[src/rtl/interboard_receive.sv]
// Four-phase handshake receiver: collects four 6-bit chunks into a 24-bit frame and decodes it.
// Optional even-parity check over the whole frame when INTERBOARD_PARITY_EN is defined.
module interboard_receive #(
    parameter logic [19:0] TIMEOUT_CYCLES = 20'd1000000
) (
    input  logic       clk,
    input  logic       rst,
    input  logic       request,
    input  logic [5:0] interboard_data,
    output logic       ack,
    output logic       interboard_en,
    output logic       interboard_rst,
    output logic       interboard_move_dir,
    output logic [3:0] interboard_msg_type,
    output logic [4:0] interboard_block_x,
    output logic [2:0] interboard_block_y,
    output logic [5:0] interboard_card,
    output logic [2:0] interboard_sel_len,
    output logic       frame_err
);

    localparam logic [19:0] TmoLast = TIMEOUT_CYCLES - 20'd1;

    typedef enum logic [1:0] {
        StWaitReq = 2'd0,
        StWaitRel = 2'd1,
        StDeliver = 2'd2
    } state_e;

    state_e      state_q, state_d;
    logic [1:0]  cnt_q, cnt_d;
    logic [19:0] tmo_q, tmo_d;
    logic [23:0] word_q, word_d;
    logic [21:0] fields_q, fields_d;
    logic        sync1_q, sync2_q;
    logic        ack_q, ack_d;
    logic        en_q, en_d;
    logic        rst_pulse_q, rst_pulse_d;
    logic        err_q, err_d;

    logic        req_s;
    logic        accept;
    logic        rel_seen;
    logic        tmo_run;
    logic        tmo_hit;
    logic        parity_ok;

    assign req_s = sync2_q;

    // Accept only after two consecutive high samples, so a pulse spanning one edge is ignored.
    assign accept   = (state_q == StWaitReq) && sync1_q && sync2_q;
    assign rel_seen = (state_q == StWaitRel) && !req_s;
    assign tmo_run  = (state_q == StWaitRel) || ((state_q == StWaitReq) && (cnt_q != 2'd0));
    assign tmo_hit  = tmo_run && (tmo_q >= TmoLast) && !accept && !rel_seen;

`ifdef INTERBOARD_PARITY_EN
    assign parity_ok = ~^word_q;
`else
    logic unused_parity;
    assign unused_parity = word_q[0];
    assign parity_ok     = 1'b1;
`endif

    // State register
    always_ff @(posedge clk or negedge rst) begin
        if (!rst) begin
            state_q <= StWaitReq;
        end else begin
            state_q <= state_d;
        end
    end

    // Next-state logic
    always_comb begin
        state_d = state_q;
        unique case (state_q)
            StWaitReq: begin
                if (accept) begin
                    state_d = StWaitRel;
                end
            end
            StWaitRel: begin
                if (rel_seen) begin
                    state_d = (cnt_q == 2'd3) ? StDeliver : StWaitReq;
                end else if (tmo_hit) begin
                    state_d = StWaitReq;
                end
            end
            StDeliver: begin
                state_d = StWaitReq;
            end
            default: begin
                state_d = StWaitReq;
            end
        endcase
    end

    // Output and datapath next-state logic
    always_comb begin
        cnt_d       = cnt_q;
        tmo_d       = tmo_q;
        word_d      = word_q;
        fields_d    = fields_q;
        ack_d       = ack_q;
        en_d        = 1'b0;
        rst_pulse_d = 1'b0;
        err_d       = 1'b0;

        if (accept) begin
            word_d = {word_q[17:0], interboard_data};
            ack_d  = 1'b1;
            tmo_d  = 20'd0;
        end else if (tmo_hit) begin
            ack_d = 1'b0;
            cnt_d = 2'd0;
            tmo_d = 20'd0;
            err_d = 1'b1;
        end else if (rel_seen) begin
            ack_d = 1'b0;
            cnt_d = (cnt_q == 2'd3) ? 2'd0 : cnt_q + 2'd1;
            tmo_d = tmo_q + 20'd1;
        end else if (tmo_run) begin
            tmo_d = tmo_q + 20'd1;
        end

        if (state_q == StDeliver) begin
            tmo_d = 20'd0;
            if (parity_ok) begin
                fields_d    = word_q[22:1];
                en_d        = 1'b1;
                rst_pulse_d = word_q[23];
            end else begin
                err_d = 1'b1;
            end
        end
    end

    always_ff @(posedge clk or negedge rst) begin
        if (!rst) begin
            sync1_q     <= 1'b0;
            sync2_q     <= 1'b0;
            cnt_q       <= 2'd0;
            tmo_q       <= 20'd0;
            word_q      <= 24'd0;
            fields_q    <= 22'd0;
            ack_q       <= 1'b0;
            en_q        <= 1'b0;
            rst_pulse_q <= 1'b0;
            err_q       <= 1'b0;
        end else begin
            sync1_q     <= request;
            sync2_q     <= sync1_q;
            cnt_q       <= cnt_d;
            tmo_q       <= tmo_d;
            word_q      <= word_d;
            fields_q    <= fields_d;
            ack_q       <= ack_d;
            en_q        <= en_d;
            rst_pulse_q <= rst_pulse_d;
            err_q       <= err_d;
        end
    end

    assign ack            = ack_q;
    assign interboard_en  = en_q;
    assign interboard_rst = rst_pulse_q;
    assign frame_err      = err_q;
    assign {interboard_move_dir, interboard_msg_type, interboard_block_x,
            interboard_block_y, interboard_card, interboard_sel_len} = fields_q;

endmodule
[config.mk]
export PLATFORM = sky130hd
export DESIGN_NAME = interboard_receive
export DESIGN_NICKNAME = d
export VERILOG_FILES = /design/src/rtl/interboard_receive.sv
export SDC_FILE = /design/constraint.sdc
export NUM_CORES = 1
export LEC_CHECK = 0
export CAP_MARGIN = 20
export CELL_PAD_IN_SITES_DETAIL_PLACEMENT = 0
export CELL_PAD_IN_SITES_GLOBAL_PLACEMENT = 1
export CORE_MARGIN = 2
export CORE_UTILIZATION = 44
export DETAILED_ROUTE_END_ITERATION = 10
export PLACE_DENSITY_LB_ADDON = 0.15
export SETUP_SLACK_MARGIN = 0.1
export SYNTH_ARGS = -nofsm -noshare
export SYNTH_HDL_FRONTEND = slang
export SYNTH_SLANG_ARGS = --single-unit
[constraint.sdc]
create_clock -name clk -period 2.5 [get_ports clk]
set_input_delay 0.5 -clock clk [delete_from_list [all_inputs] [get_ports clk]]
set_output_delay 0.5 -clock clk [all_outputs]
set_load 0.1 [all_outputs]
==> parameters.txt, run 1 <==
Parameter                              Value

Global routing
  Number of antenna violations at the first check in global routing    0
  Maximum number of pins on one net before global-route repair    42
  Tot GR Track Use    0.171
  Total congestion overflow after global routing    0
  Via count of the first global-routing pass    2304
  Global-route wire length before repair    11.2 mm

Power
  Power density normalized to cell area    1250 mW/mm²
  Worst-case vdd ir drop    0.871 mV
  Leakage Power    1.86 nW

Timing
  Remaining max-slew budget at the tightest pin    0.491
  Final setup slack of the worst path    0.280 ns
  Number of hold-slack violations in the final timing report    0
  Max Fclk    451 MHz
  Slew at the pin closest to its max-slew limit    0.762 ns
  Number of endpoints failing setup at the final stage    0
  Final clock period utilization by the worst path    0.888
  Worst hold slack    0.146 ns
  Clock skew    0.0100 ns
  Sum of negative setup slack    0 ns
  Final period demand of the worst path    2.22 ns
  Count of final max-slew check failures    0
  RSZ-0062 raised after global routing    false

Drt
  Detail Route Antenna Nets    0
  DRC violation total after the first TritonRoute iteration    139
  Avg WL per Cell    14.0 µm
  Total number of vias    2348
  Avg Vias per Cell    5.12
  1st-pass router iterations    4
  Remaining design rule violation count    0
  WL final    6.44 mm

Worst setup path
  Critical Setup Path Class    flip-flop to flip-flop
  Crit end category    flip-flop
  Kind of start point of the critical path    flip-flop
  Critical register-to-register path startpoint    tmo_q[12]
  Reg2reg end    tmo_q[10]
  Register-to-Register Setup Slack    0.28 ns
  Worst Path Max Fanout    12
  Critical path required time    2.76 ns
  Worst reg-to-reg path cell count    7
  Crit path DAT    2.48 ns
  Launch point of the critical path    tmo_q[12]
  End of the critical path    tmo_q[10]

Placed design
  Port Buffer Count    34
  Dpl ws    0.0648 ns
  DP Cell Count    444
  Final Wtd Congestion    0.769
  Placement Cell Area    0.00372 mm²
  Post-detailed-placement half-perimeter wirelength    4.24 mm

Status
  Status    complete, no violations

Run
  Count of max-cap constraint violations    0

Floorplanning
  Number of top-level pins    35
  Die Footprint    0.00819 mm²
  Starting density of the core    0.454
  Height of the chip    90.5 µm
  Width of the die    90.5 µm
  Standard cell core area    0.00725 mm²
  Number of rows in the core area    31

Final layout
  Post-layout nets    368
  Layout Cell Area excl Fill    0.00394 mm²
  Count of placed standard cells in the final layout, fillers left out    459
  Diode count    0
  Area growth syn-to-layout    19.7%
  Fraction of final layout cells with drive strength greater than 1    0.233

Clock tree
  Clk root buf    sky130_fd_sc_hd__clkbuf_8
  CTS tree    built
  Clock latency of the later-clocked register in the worst-skew pair    0.34 ns
  H-tree Lvls    3
  Number of CTS-inserted buffers    9
  Clock-pin transition on the worst setup and hold timing paths    0.08 ns
  Clock tree buffer depth    2
  Number of clock sinks seen by CTS    76

Yosys
  Total standard cell area after synthesis    0.00329 mm²
  #FFs+latches synth    76
  Gate count of the mapped netlist    314
  Yosys cell types    44
  Mean cell area of the mapped netlist    10.5 µm²
  Fraction of the yosys area taken by sequential cells    0.578
  Yosys Warn Count    0
  Syn Nets    326

Min path
  Type of the tightest min-delay check    primary input to asynchronous set/reset pin
## state kept, by name, indices dropped and copies added (netlist names)
| register | cells |
|---|---|
| word_q | 24 |
| sync1_q | 1 |
| fields_q | 22 |
| cnt_q | 2 |
| req_s | 1 |
| interboard_rst | 1 |
| interboard_en | 1 |
| state_q | 2 |
| tmo_q | 20 |
| ack | 1 |
| frame_err | 1 |
## worst max-delay path, stage by stage (launching register included)
cell and delay (ns):
sky130_fd_sc_hd__dfrtp_1 0.44, sky130_fd_sc_hd__or4_4 0.57, sky130_fd_sc_hd__nor3_4 0.29, sky130_fd_sc_hd__a32oi_1 0.16, sky130_fd_sc_hd__a211oi_2 0.23, sky130_fd_sc_hd__buf_4 0.22
sky130_fd_sc_hd__nand4_1 0.10, sky130_fd_sc_hd__mux2i_1 0.13
## stage by stage
| step | util | power [mW] |
|---|---|---|
| after floorplan | - | 3.47 |
| after global placement | 0.513 | 3.92 |
| after detailed placement | 0.513 | 3.94 |
| after CTS | 0.543 | 4.96 |
| after global routing | 0.543 | 5.17 |
| final | 0.543 | 4.91 |
## area by class of cell
type | instances | area (µm²)
well taps | 99 | 124
multi-input cells | 217 | 1320
clock inverters | 6 | 88.8
repair buffers | 42 | 345
inverters | 10 | 37.5
clock buffers | 9 | 124
flip-flops and latches | 76 | 1900
fillers | 691 | 3310
## layout by cell type, fill, tap and decap left out, types with 4 or more instances in the layout
master,Yosys,routed
sky130_fd_sc_hd__a21oi_1,11,11
sky130_fd_sc_hd__buf_4,1,34
sky130_fd_sc_hd__clkbuf_8,0,9
sky130_fd_sc_hd__clkdlybuf4s50_1,0,7
sky130_fd_sc_hd__dfrtp_1,76,76
sky130_fd_sc_hd__inv_1,10,10
sky130_fd_sc_hd__mux2_2,24,24
sky130_fd_sc_hd__nand2_1,83,83
sky130_fd_sc_hd__nand3_1,8,8
sky130_fd_sc_hd__nand4_1,7,7
sky130_fd_sc_hd__nor2_1,20,20
sky130_fd_sc_hd__nor3_1,7,6
sky130_fd_sc_hd__o21ai_0,6,6
sky130_fd_sc_hd__or3_1,5,4
sky130_fd_sc_hd__xor2_1,6,6
## kinds of logic (layout without fill, tap and decap cells)
kind of cell	after synthesis	count (layout)	share of synthesized area
compound gates	38	38	0.0806
xor+xnor	8	8	0.0213
fa+ha+maj	3	3	0.0114
buf+inv	21	67	0.0262
flops	76	76	0.578
mux	27	27	0.0912
simple gates	141	141	0.192
## Yosys cell counts (all sizes together)
library cell  number  share of area
a2111oi            2         0.0076
a211oi             3         0.0084
a21o               2         0.0046
a21oi             11          0.017
a22o               2         0.0053
a22oi              1         0.0023
a31oi              1         0.0019
a32o               2         0.0061
a32oi              1         0.0027
and2               1         0.0019
and3               1         0.0019
and4               2         0.0053
buf                7          0.010
clkbuf             4         0.0046
dfrtp             76           0.58
ha                 3          0.011
inv               10          0.011
mux2              24          0.082
mux2i              3         0.0091
nand2             83          0.095
nand3              8          0.012
nand3b             1         0.0023
nand4              7          0.013
nor2              20          0.023
nor3               9          0.019
nor4               1         0.0019
o211ai             1         0.0023
o21a               2         0.0046
o21ai              7          0.011
o21bai             1         0.0023
o2bb2ai            1         0.0027
o31a               1         0.0027
or2                2         0.0038
or3                5         0.0095
or4                1         0.0034
xnor2              2         0.0053
xor2               6          0.016
## worst min-delay path by stage
stage | start | end | slack, ns
2_1_floorplan | rst | ack | 0.20
3_3_place_gp | sync1_q | req_s | 0.39
3_5_place_dp | sync1_q | req_s | 0.40
4_1_cts | rst | tmo_q[3] | 0.16
5_1_grt | rst | fields_q[21] | 0.19
6_report | rst | tmo_q[3] | 0.15
## power by group
part	leakage [nW]	internal [mW]	switching, mW	total, mW
Sequential	0.982	1.60	0.255	1.85
Clock	0.102	0.558	0.445	1.00
Combinational	0.778	0.535	1.52	2.06
Total	1.86	2.69	2.22	4.91
## routing by layer
metal  vias up  track usage  routed length, µm
li1       1157            -                  -
met1      1139        0.246               3310
met2        44        0.257               2810
met3         8       0.0267                215
met4         0       0.0769                101
met5         -            0                  0
## timing repair
action                                  CTS  global route
resized for setup                         1             1
hold buffers                              0             0
buffers inserted                          0             0
endpoints found under the setup margin   10            11
pin swaps                                 0             1
Note: power is estimated with default switching activity, not from simulation.
==> run 2, diff against run 1 <==
--- a/config.mk
+++ b/config.mk
@@ -5,11 +5,12 @@
 export SDC_FILE = /design/constraint.sdc
 export NUM_CORES = 1
 export LEC_CHECK = 0
-export CAP_MARGIN = 20
+export CAP_MARGIN = 5
 export CELL_PAD_IN_SITES_DETAIL_PLACEMENT = 0
 export CELL_PAD_IN_SITES_GLOBAL_PLACEMENT = 1
 export CORE_MARGIN = 2
-export CORE_UTILIZATION = 44
+export CORE_UTILIZATION = 41
+export CTS_BUF_LIST = sky130_fd_sc_hd__clkbuf_4 sky130_fd_sc_hd__clkbuf_8
 export DETAILED_ROUTE_END_ITERATION = 10
 export PLACE_DENSITY_LB_ADDON = 0.15
 export SETUP_SLACK_MARGIN = 0.1
==> constraint.sdc (replaced) <==
create_clock -name clk -period 1.95 [get_ports clk]
set_input_delay 0.39 -clock clk [delete_from_list [all_inputs] [get_ports clk]]
set_output_delay 0.39 -clock clk [all_outputs]
set_load 0.1 [all_outputs]
==> run 2 against run 1 <==
Effect of this change: the flow now finishes with violations (negative setup slack); routed wire length up 13%; critical path depth up 2; worst hold slack better by 0.29 ns; first-iteration DRC count down 30%; critical endpoint is now tmo_q[11]; largest power group unchanged; highest routed layer unchanged.
==> parameters.txt, run 2 (synthesis gave the netlist of run 1 again) <==
Parameter                              Value

Timing
  Final clock period utilization by the worst path    1.08
  Remaining max-slew budget at the tightest pin    0.476
  RSZ-0062 raised after global routing    true
  Final setup slack of the worst path    -0.153 ns
  Count of final max-slew check failures    0
  Number of endpoints failing setup at the final stage    24
  Max Fclk    475 MHz
  Number of hold-slack violations in the final timing report    0
  Final period demand of the worst path    2.10 ns
  Clock skew    0.00765 ns
  Slew at the pin closest to its max-slew limit    0.778 ns

Final layout
  Leading registers by flop count    word_q x24, fields_q x22, tmo_q x20
  Post-layout nets    413
  Layout Utilization    0.564
  Area growth syn-to-layout    33.0%
  Diode count    0
  Count of filler cells inserted in the layout    710
  Combined area of the multi-input logic cells    0.00141 mm²
  Most common library cell in the layout ignoring fill and taps    sky130_fd_sc_hd__nand2_1
  Footprint of the flip-flops and latches    0.00190 mm²
  Highest-count cells in the layout ignoring fill and taps    sky130_fd_sc_hd__nand2_1 (83), sky130_fd_sc_hd__dfrtp_1 (76), sky130_fd_sc_hd__buf_4 (73), sky130_fd_sc_hd__mux2_2 (24), sky130_fd_sc_hd__nor2_1 (20)
  Layout Cell Area excl Fill    0.00438 mm²
  Fraction of final layout cells with drive strength greater than 1    0.336
  Largest register by flop count    word_q
  Max reg flops    24

Drt
  DRC violation total after the first TritonRoute iteration    97
  Remaining design rule violation count    0
  Total number of vias    2513
  WL final    7.26 mm
  Detail Route Antenna Nets    0
  Avg Vias per Cell    4.96
  Avg WL per Cell    14.3 µm
  1st-pass router iterations    4

Global routing
  Via count of the first global-routing pass    2408
  Total congestion overflow after global routing    0
  Global-route wire length before repair    12.0 mm
  Maximum number of pins on one net before global-route repair    28
  Tot GR Track Use    0.181
  Number of antenna violations at the first check in global routing    0

Clock tree
  Clock-pin transition on the worst setup and hold timing paths    0.08 ns
  Number of clock sinks seen by CTS    76
  Clk root buf    sky130_fd_sc_hd__clkbuf_8
  CTS tree    built
  Clock latency of the later-clocked register in the worst-skew pair    0.35 ns
  H-tree Lvls    3
  Number of CTS-inserted buffers    9
  Clock tree buffer depth    2

Placed design
  Placement Cell Area    0.00403 mm²
  Dpl ws    -0.171 ns
  Final Wtd Congestion    0.840
  Post-detailed-placement half-perimeter wirelength    4.86 mm
  Port Buffer Count    34

Min path
  Type of the tightest min-delay check    flip-flop to flip-flop

Power
  Leakage Power    2.10 nW
  Portion of total power attributed to the clock network    0.184
  Power density normalized to cell area    1460 mW/mm²
  Proportion of power drawn by flip-flops and latches    0.368
  Combinational fraction of design power    0.449
  Internal power of the cells    3.47 mW
  Reported net switching power    2.94 mW
  Switch share    0.459
  Worst-case vdd ir drop    0.903 mV

Floorplanning
  Standard cell core area    0.00777 mm²
  Height of the chip    93.6 µm
  Number of top-level pins    35
  Die Footprint    0.00876 mm²
  Starting density of the core    0.424
  Width of the die    93.6 µm
  Number of rows in the core area    32

Worst setup path
  Crit path DAT    2.38 ns
  Critical path required time    2.22 ns
  Critical Setup Path Class    flip-flop to flip-flop
  Kind of start point of the critical path    flip-flop
  Crit end category    flip-flop
  Worst Path Max Fanout    6

Run
  Count of max-cap constraint violations    0

Status
  Violated checks    negative setup slack
  Status    complete, but fails checks
run 2: worst paths after layout:
path	end	cells after the start	from	slack, ns
max reg2reg	tmo_q[11]	9	tmo_q[11]	-0.15
max	tmo_q[11]	9	tmo_q[11]	-0.15
min reg2reg	req_s	0	sync1_q	0.44
max in group asynchronous	tmo_q[8]	3	rst	0.92
min	req_s	0	sync1_q	0.44
min in group asynchronous	tmo_q[19]	2	rst	0.50
run 2: what timing repair did:
item	CTS	global route
hold buffers	1	0
resized for setup	13	2
gates cloned	0	1
setup endpoints to repair	23	25
hold endpoints to repair	24	0
buffers inserted	6	2
pin swaps	8	2
run 2: metal layers:
| metal | track usage | vias up | routed length, µm |
|---|---|---|---|
| li1 | - | 1253 | - |
| met1 | 0.257 | 1189 | 3560 |
| met2 | 0.257 | 59 | 3230 |
| met3 | 0.0371 | 12 | 316 |
| met4 | 0.103 | 0 | 155 |
| met5 | 0 | - | 0 |
run 2: final cells by class:
cell class / instances / share of cell area
flip-flops and latches: 76 / 0.434
multi-input cells: 218 / 0.323
repair buffers: 86 / 0.162
well taps: 102 / 0.0291
clock buffers: 9 / 0.0283
clock inverters: 6 / 0.0149
inverters: 10 / 0.00857
run 2: metrics by stage:
step           setup TNS, ns  std cells  total power [mW]  hold slack (ns)
6_report               -1.42        507              6.41            0.440
5_1_grt                -3.78        507              6.76            0.443
4_1_cts                -1.74        504              6.46            0.433
3_5_place_dp           -2.74        482              5.23            0.338
3_3_place_gp           -1.51        482              5.18            0.327
2_1_floorplan         -0.595        314              4.46           0.0944
run 2: critical path: stages, from the launching register on:
cell                       delay (ns)
sky130_fd_sc_hd__dfrtp_1         0.38
sky130_fd_sc_hd__or4_4           0.54
sky130_fd_sc_hd__nor3_4          0.20
sky130_fd_sc_hd__buf_6           0.14
sky130_fd_sc_hd__a32oi_2         0.10
sky130_fd_sc_hd__a211oi_2        0.22
sky130_fd_sc_hd__buf_4           0.19
sky130_fd_sc_hd__buf_4           0.11
sky130_fd_sc_hd__nand2_1         0.05
sky130_fd_sc_hd__o21ai_1         0.10
run 2: power groups by stage:
stage	logic [mW]	clock network [mW]	registers, mW
floorplan	0.706	0	3.75
global route	3.03	1.29	2.44
detailed placement	2.84	0	2.39
global placement	2.81	0	2.37
CTS	2.88	1.22	2.37
finish	2.88	1.18	2.36
